**src/rtl/stage_sequencer.sv**
```systemverilog
// Multi-cycle stage sequencer for the RV32I core: stage code, per-stage enables, memory watchdog, sticky fault.
// Optional performance counters are compiled in with `define STAGE_SEQUENCER_PERF_EN.
module stage_sequencer #(
    parameter int MEM_TIMEOUT = 16,
    parameter int CNT_W       = 32
) (
    input  logic             clk,
    input  logic             reset,
    input  logic [6:0]       opcode,
    input  logic             mem_ready,
    output logic [3:0]       stage,
    output logic             mem_req,
    output logic             ir_wen,
    output logic             pc_wen,
    output logic             reg_commit,
    output logic             mem_commit,
    output logic             instr_done,
    output logic             fault,
    output logic [1:0]       fault_cause
`ifdef STAGE_SEQUENCER_PERF_EN
    ,
    output logic [CNT_W-1:0] cycle_count,
    output logic [CNT_W-1:0] instret_count
`endif
);

    typedef enum logic [2:0] {
        ST_FETCH     = 3'd0,
        ST_DECODE    = 3'd1,
        ST_EXECUTE   = 3'd2,
        ST_MEMORY    = 3'd3,
        ST_WRITEBACK = 3'd4,
        ST_FAULT     = 3'd5
    } state_t;

    typedef enum logic [2:0] {
        CLS_NONE   = 3'd0,
        CLS_REG    = 3'd1,
        CLS_LOAD   = 3'd2,
        CLS_STORE  = 3'd3,
        CLS_BRANCH = 3'd4
    } cls_t;

    localparam int              WAIT_W     = (MEM_TIMEOUT > 0) ? $clog2(MEM_TIMEOUT + 1) : 1;
    localparam logic [WAIT_W-1:0] WAIT_LIMIT = WAIT_W'(MEM_TIMEOUT);
    localparam logic            WDOG_EN    = (MEM_TIMEOUT > 0);

    // ALU, U-type and jumps all retire through WRITEBACK, so they share one class.
    function automatic cls_t classify(input logic [6:0] op);
        case (op)
            7'b0110011, 7'b0010011, 7'b1101111,
            7'b1100111, 7'b0110111, 7'b0010111: classify = CLS_REG;
            7'b0000011:                         classify = CLS_LOAD;
            7'b0100011:                         classify = CLS_STORE;
            7'b1100011:                         classify = CLS_BRANCH;
            default:                            classify = CLS_NONE;
        endcase
    endfunction

    state_t            state_r;
    cls_t              cls_r;
    cls_t              cls_s;
    logic [WAIT_W-1:0] wait_cnt_r;
    logic [1:0]        cause_r;
    logic              timeout_s;

    assign cls_s     = classify(opcode);
    // mem_ready takes priority over the limit in the same cycle.
    assign timeout_s = WDOG_EN && !mem_ready && (wait_cnt_r == WAIT_LIMIT);

    // State, latched class, watchdog counter and fault cause.
    always_ff @(posedge clk) begin
        if (reset) begin
            state_r    <= ST_FETCH;
            cls_r      <= CLS_NONE;
            wait_cnt_r <= '0;
            cause_r    <= 2'b00;
        end else begin
            case (state_r)
                ST_FETCH: begin
                    if (mem_ready) begin
                        state_r <= ST_DECODE;
                    end else if (timeout_s) begin
                        state_r <= ST_FAULT;
                        cause_r <= 2'b10;
                    end else begin
                        wait_cnt_r <= wait_cnt_r + WAIT_W'(1'b1);
                    end
                end
                ST_DECODE: begin
                    cls_r <= cls_s;
                    if (cls_s == CLS_NONE) begin
                        state_r <= ST_FAULT;
                        cause_r <= 2'b01;
                    end else begin
                        state_r <= ST_EXECUTE;
                    end
                end
                ST_EXECUTE: begin
                    case (cls_r)
                        CLS_LOAD, CLS_STORE: begin
                            state_r    <= ST_MEMORY;
                            wait_cnt_r <= '0;
                        end
                        CLS_BRANCH: begin
                            state_r    <= ST_FETCH;
                            wait_cnt_r <= '0;
                        end
                        CLS_REG: state_r <= ST_WRITEBACK;
                        default: begin
                            state_r <= ST_FAULT;
                            cause_r <= 2'b01;
                        end
                    endcase
                end
                ST_MEMORY: begin
                    if (mem_ready) begin
                        if (cls_r == CLS_LOAD) begin
                            state_r <= ST_WRITEBACK;
                        end else begin
                            state_r    <= ST_FETCH;
                            wait_cnt_r <= '0;
                        end
                    end else if (timeout_s) begin
                        state_r <= ST_FAULT;
                        cause_r <= 2'b10;
                    end else begin
                        wait_cnt_r <= wait_cnt_r + WAIT_W'(1'b1);
                    end
                end
                ST_WRITEBACK: begin
                    state_r    <= ST_FETCH;
                    wait_cnt_r <= '0;
                end
                ST_FAULT: state_r <= ST_FAULT;
                default:  state_r <= ST_FAULT;
            endcase
        end
    end

    // Moore decode of stage and enables; everything is forced low while reset is held.
    always_comb begin
        stage      = 4'b0000;
        mem_req    = 1'b0;
        ir_wen     = 1'b0;
        pc_wen     = 1'b0;
        reg_commit = 1'b0;
        mem_commit = 1'b0;
        instr_done = 1'b0;
        fault      = 1'b0;
        if (reset) begin
            stage = 4'b0000;
        end else begin
            case (state_r)
                ST_FETCH: begin
                    mem_req = 1'b1;
                    ir_wen  = mem_ready;
                end
                ST_DECODE: stage = 4'b0001;
                ST_EXECUTE: begin
                    stage = 4'b0010;
                    if (cls_r == CLS_BRANCH) begin
                        pc_wen     = 1'b1;
                        instr_done = 1'b1;
                    end else begin
                        pc_wen     = 1'b0;
                    end
                end
                ST_MEMORY: begin
                    stage      = 4'b0100;
                    mem_req    = 1'b1;
                    mem_commit = (cls_r == CLS_STORE);
                    if ((cls_r == CLS_STORE) && mem_ready) begin
                        pc_wen     = 1'b1;
                        instr_done = 1'b1;
                    end else begin
                        pc_wen     = 1'b0;
                    end
                end
                ST_WRITEBACK: begin
                    stage      = 4'b1000;
                    reg_commit = 1'b1;
                    pc_wen     = 1'b1;
                    instr_done = 1'b1;
                end
                ST_FAULT: begin
                    stage = 4'b1111;
                    fault = 1'b1;
                end
                default: begin
                    stage = 4'b1111;
                    fault = 1'b1;
                end
            endcase
        end
    end

    assign fault_cause = reset ? 2'b00 : cause_r;

`ifdef STAGE_SEQUENCER_PERF_EN
    logic [CNT_W-1:0] cycle_cnt_r;
    logic [CNT_W-1:0] instret_cnt_r;

    // Performance counters; frozen while faulted.
    always_ff @(posedge clk) begin
        if (reset) begin
            cycle_cnt_r   <= '0;
            instret_cnt_r <= '0;
        end else if (!fault) begin
            cycle_cnt_r <= cycle_cnt_r + CNT_W'(1'b1);
            if (instr_done) begin
                instret_cnt_r <= instret_cnt_r + CNT_W'(1'b1);
            end else begin
                instret_cnt_r <= instret_cnt_r;
            end
        end else begin
            cycle_cnt_r   <= cycle_cnt_r;
            instret_cnt_r <= instret_cnt_r;
        end
    end

    assign cycle_count   = reset ? '0 : cycle_cnt_r;
    assign instret_count = reset ? '0 : instret_cnt_r;
`endif

endmodule
```
**config.mk**
```make
export PLATFORM = sky130hd
export DESIGN_NAME = stage_sequencer
export DESIGN_NICKNAME = d
export VERILOG_FILES = /design/src/rtl/stage_sequencer.sv
export SDC_FILE = /design/constraint.sdc
export NUM_CORES = 1
export LEC_CHECK = 0
export CORE_UTILIZATION = 45
export CTS_CLUSTER_DIAMETER = 30
export CTS_CLUSTER_SIZE = 40
export DETAILED_ROUTE_END_ITERATION = 10
export GPL_ROUTABILITY_DRIVEN = 0
export PLACE_DENSITY_LB_ADDON = 0.08
export SLEW_MARGIN = 10
export SYNTH_ARGS = -nofsm -noshare
export SYNTH_HDL_FRONTEND = slang
export SYNTH_SLANG_ARGS = --single-unit
```
**constraint.sdc**
```tcl
create_clock -name clk -period 1.74 [get_ports clk]
set_input_delay 0.261 -clock clk [delete_from_list [all_inputs] [get_ports clk]]
set_output_delay 0.261 -clock clk [all_outputs]
set_load 0.01 [all_outputs]
```
==> results of run 1 <==
## stage by stage
step | setup TNS (ns) | hold WS, ns
after floorplan | 0 | 0.415
after global placement | -2.64 | 0.447
after detailed placement | -3.03 | 0.453
after CTS | -0.0291 | 0.400
after global routing | 0 | 0.448
final | 0 | 0.408
## synthesized netlist by cell type (2+ instances only)
library cell	count
nand2_1	11
xnor2_1	2
nor3_1	5
clkbuf_1	3
a22oi_1	2
dfxtp_1	13
o32ai_1	2
o31ai_1	4
or3_1	3
inv_1	11
buf_4	2
and2_1	3
ha_1	2
o22ai_1	2
o21ai_1	3
nand2b_1	8
and3_1	3
o21ai_0	3
buf_2	2
a21boi_1	4
a21oi_1	8
a31oi_1	2
nand3_1	5
nor2_1	9
## how the worst min path moves through the flow
| stage | start | slack, ns | cells after the start | end |
|---|---|---|---|---|
| after floorplan | opcode[5] | 0.42 | 2 | cls_r[2] |
| after global placement | cause_r[0] | 0.45 | 2 | cause_r[0] |
| after detailed placement | cause_r[0] | 0.45 | 2 | cause_r[0] |
| after CTS | reset | 0.40 | 2 | state_r[2] |
| after global routing | reset | 0.45 | 2 | state_r[2] |
| final | reset | 0.41 | 2 | state_r[2] |
## sequential cells by signal, summed over array words and instances, names as in the netlist
signal and cells:
wait_cnt_r 5, cause_r 2, state_r 3, cls_r 3
## routing by layer
layer / share of wire, % / global-route usage, %
met1: 43 / 32.0
met2: 50 / 48.9
met3: 4.6 / 2.16
met4: 2.5 / 9.52
met5: 0 / 0
## report_power, final
part	switching (mW)	internal [mW]	total, mW
Clock	0.113	0.0892	0.202
Sequential	0.0345	0.326	0.361
Combinational	0.195	0.228	0.423
## cells by family (layout without fill, tap and decap cells)
family / after synthesis / count (layout) / share of synthesized area, %
AND/OR/NAND/NOR: 59 / 59 / 33.0
AO/OA/AOI/OAI: 40 / 40 / 27.7
buffers and inverters: 19 / 71 / 8.67
flip-flops: 13 / 13 / 25.4
adder cells (fa/ha/maj): 2 / 2 / 2.44
XOR/XNOR: 2 / 2 / 1.71
multiplexers: 1 / 1 / 1.10
## cell type report
cell class,count,area [um^2],share of cell area [%]
multi-input combinational,104,711,46.0
timing repair buffer,56,459,29.7
tap,27,33.8,2.18
sequential,13,275,17.8
clock buffer,4,26.3,1.70
inverter,11,41.3,2.67
## worst max-delay path, stage by stage
cell and delay, ns:
dlygate4sd2_1 0.30, buf_4 0.21, nor2_1 0.10, clkdlybuf4s50_1 0.54
## timing repair
action                                  in CTS  in global routing
pin swaps                                    0                  2
buffers inserted                             1                  1
gates resized for setup                     29                 10
endpoints found under the setup margin      14                 13
==> results.toml, run 1 <==
[sta]
clock_skew_ns = 0.00749
rsz0062_at_grt = "false"
slew_headroom_pct = 76.3
worst_pin_slew_ns = 0.353
finalHoldViolations = 0
worst_slack_ns = 0.0702
period_share_pct = 96.0
setup_viol = 0
max_freq_ghz = 0.599
slew_viol_final = 0
min_period_ns = 1.67

[synthesis]
ys_warn_count = 0
ys_types = 48
synth_top_flop_cell = "dfxtp_1"
ys_seq_elements = 13
yosys.area.top_type_share_pct = 25.4
avgSynthCellArea_um2 = 7.53
synth-edff-count = 0
yosys-top-cells-area = "dfxtp_1 (25%), nand2b_1 (4.9%), inv_1 (4.0%)"
synthesis.area_mm2 = 0.00102
async_reset_ff_share_pct = 0
ys_seq_area_share_pct = 25.4
syn-num-nets = 148
synth_cells = 136
synth_top_area_cell = "dfxtp_1"

[finish]
final_common_cell = "buf_4"
final_area_mm2 = 0.00155
drive_gt1_share_pct = 34.0
finalNetCount = 201
final.fill_count = 173
fin_cells = 215
area_delta_synth_final_pct = 50.9
final_cell_mix = "buf_4 (34), inv_1 (10), nand2_1 (10), clkdlybuf4s50_1 (10)"
num_antenna_cells = 0
fin_util_pct = 75.7

[critical_path]
crit_arrival_ns = 1.41
endpoint = "fault_cause[0]"
start_kind = "input port"
rr_startpoint = "cls_r[2]"
required_ns = 1.48
ff2ff_setup_slack_ns = 0.10
crit_type = "input port to primary output"
reg2regPathDepth = 8
critPathCaptureType = "primary output"
startpoint = "reset"
critPathMaxFanout = 12
r2r-end = "wait_cnt_r[3]"

[global_routing]
grt_max_degree = 13
grt_pass1_vias = 1165
grt-ovfl-total = 0
grt_usage_pct = 26.7
grt_pass1_wl_um = 5110
antenna_found_initial = 0

[routing]
drtAntennaViolNets = 0
vias = 1220
drt_wl_total_um = 2970
viasPerCell = 5.67
first_pass_iters = 4
wl_per_cell_um = 13.8
drcViolationCount = 0
drt-initial-drc-count = 30

[die]
start_util_pct = 50.2
pin_count = 23
die_x_um = 49.7
die_h_um = 49.7
core_area_mm2 = 0.00204
dieArea_mm2 = 0.00247
std_cell_rows = 16

[power]
finalPower_mw = 0.986
p_leak_nw = 0.673
vdd_drop_max_mv = 0.480
power_density_mw_per_mm2 = 638

[clock_tree]
numCtsBuffers = 3
cts_max_level = 1
clock_tree.buffer_depth = 2
cts_tree = "built"
cts_sinks = 13
cts.clk_slew.worst_paths_ns = 0.08
clock_latency_ns = 0.29
cts-root-buf = "clkbuf_4"
hold_buffers = 0

[place]
dp_slack_ns = -0.270
placed_area_mm2 = 0.00148
io_buffers = 22
hpwl_um = 2300
placed_cells = 210

[run]
maxCapViolations = 0

[run_status]
status = "finished, final reports clean"

[worst_hold_path]
hold_class = "input port to flop"
No activity file was read; power rests on OpenSTA's default activity.
==> run 2: changes to the inputs <==
Clock period 1.74 ns to 2 ns, I/O delays scaled along.
==> results.toml, run 2 (synthesized netlist as in run 1, its figures left out) <==
[run_status]
status = "finished, final reports clean"

[die]
die_x_um = 49.7
pin_count = 23
dieArea_mm2 = 0.00247
std_cell_rows = 16
start_util_pct = 50.2
core_area_mm2 = 0.00204
die_h_um = 49.7

[critical_path]
start_kind = "flop"
startpoint = "state_r[2]"
rr_startpoint = "state_r[2]"
reg2regPathDepth = 6
cp_slowest_stage_delay_ns = 0.54
crit_arrival_ns = 1.64
crit_type = "flop to primary output"
required_ns = 1.70
slowest_stage = "clkdlybuf4s50_1"
critPathCaptureType = "primary output"
critical_path.cell_chain = "buf_4 -> nor2_2 -> and3_1 -> clkdlybuf4s50_1"
critPathMaxFanout = 7

[finish]
final_common_cell = "clkdlybuf4s50_1"
num_antenna_cells = 0
area_delta_synth_final_pct = 35.8
finalNetCount = 180
top_register = "wait_cnt_r"
largest_registers = "wait_cnt_r (5), cls_r (3), state_r (3)"
largest_register_ffs = 5
fin_cells = 194
final_cell_mix = "clkdlybuf4s50_1 (16), buf_4 (13), inv_1 (11), nand2_1 (11), dfxtp_1 (9)"
drive_gt1_share_pct = 19.2

[global_routing]
antenna_found_initial = 0
grt-ovfl-total = 0
grt_pass1_vias = 1006
gr-max-usage-layer = "met2"
grt_usage_pct = 23.6
met1_usage_pct = 31.6
gr-usage-met2_pct = 38.7
grt_max_degree = 15
met3_usage_pct = 4.32
grt_pass1_wl_um = 4500

[sta]
finalHoldViolations = 0
worst_pin_slew_ns = 0.385
clock_skew_ns = 0.00562
max_freq_ghz = 0.515
min_period_ns = 1.94
period_share_pct = 97.1
setup_viol = 0
slew_viol_final = 0
whs_ns = 0.459
slew_headroom_pct = 74.4

[place]
placed_cells = 188
io_buffers = 22
hpwl_um = 1990

[worst_hold_path]
min_from = "cause_r[0]"
hold_class = "flop to flop"
hold_depth = 2

[routing]
drcViolationCount = 0
first_pass_iters = 4
viasPerCell = 5.70
wl_per_cell_um = 13.6
drtAntennaViolNets = 0
drt-initial-drc-count = 39
vias = 1106
drt_wl_total_um = 2630

[clock_tree]
cts_max_level = 1
cts_sinks = 13
hold_buffers = 0
clock_tree.buffer_depth = 2
clock_latency_ns = 0.29
numCtsBuffers = 3
cts.clk_slew.worst_paths_ns = 0.09
cts_tree = "built"
cts-root-buf = "clkbuf_4"

[power]
p_leak_nw = 0.575
vdd_drop_max_mv = 0.487
finalPower_mw = 0.788
power_density_mw_per_mm2 = 567

[run]
maxCapViolations = 0
-- run 2: final timing paths --
| kind | to | slack [ns] |
|---|---|---|
| setup reg to reg | cause_r[1] | 0.23 |
| hold reg to reg | cause_r[0] | 0.46 |
| setup / recovery | mem_req | 0.06 |
| hold / removal | cause_r[0] | 0.46 |
-- run 2: critical path: cells and delay by family, from the launching register on --
family | cells | cell delay, ns
buffers and inverters | 2 | 0.70
DFF | 1 | 0.34
and+or+nand+nor | 2 | 0.32
-- run 2: area by class of cell --
type                    count  area, um^2
well taps                  27        33.8
inverters                  11        41.3
multi-input cells         104         697
flip-flops and latches     13         270
fillers                   191         651
repair buffers             35         323
clock buffers               4        26.3
-- run 2: per-layer routing --
metal	vias up	share of wire, %	wire length, um
met5	-	0	0
met4	0	1.1	30
met3	6	6.0	159
met2	47	48	1250
met1	503	45	1190
li1	550	-	-
-- run 2: stage by stage --
step | util [%] | area, um^2 | setup slack (ns) | setup TNS [ns]
after floorplan | - | 1020 | 0.427 | 0
after global placement | 64.3 | 1310 | -0.0625 | -0.211
after detailed placement | 64.3 | 1310 | -0.0826 | -0.622
after CTS | 66.5 | 1360 | 0.0193 | 0
after global routing | 68.1 | 1390 | -0.00110 | -0.00110
final | 68.1 | 1390 | 0.0571 | 0
-- run 2: report_power, final --
group	internal, mW	switching [mW]
clock network	0.0776	0.101
registers	0.281	0.0278
logic	0.151	0.151
total	0.509	0.279
-- run 2: what timing repair did --
action,4_1_cts,5_1_grt
buffers inserted,0,2
resized for setup,11,7
endpoints found under the setup margin,12,7
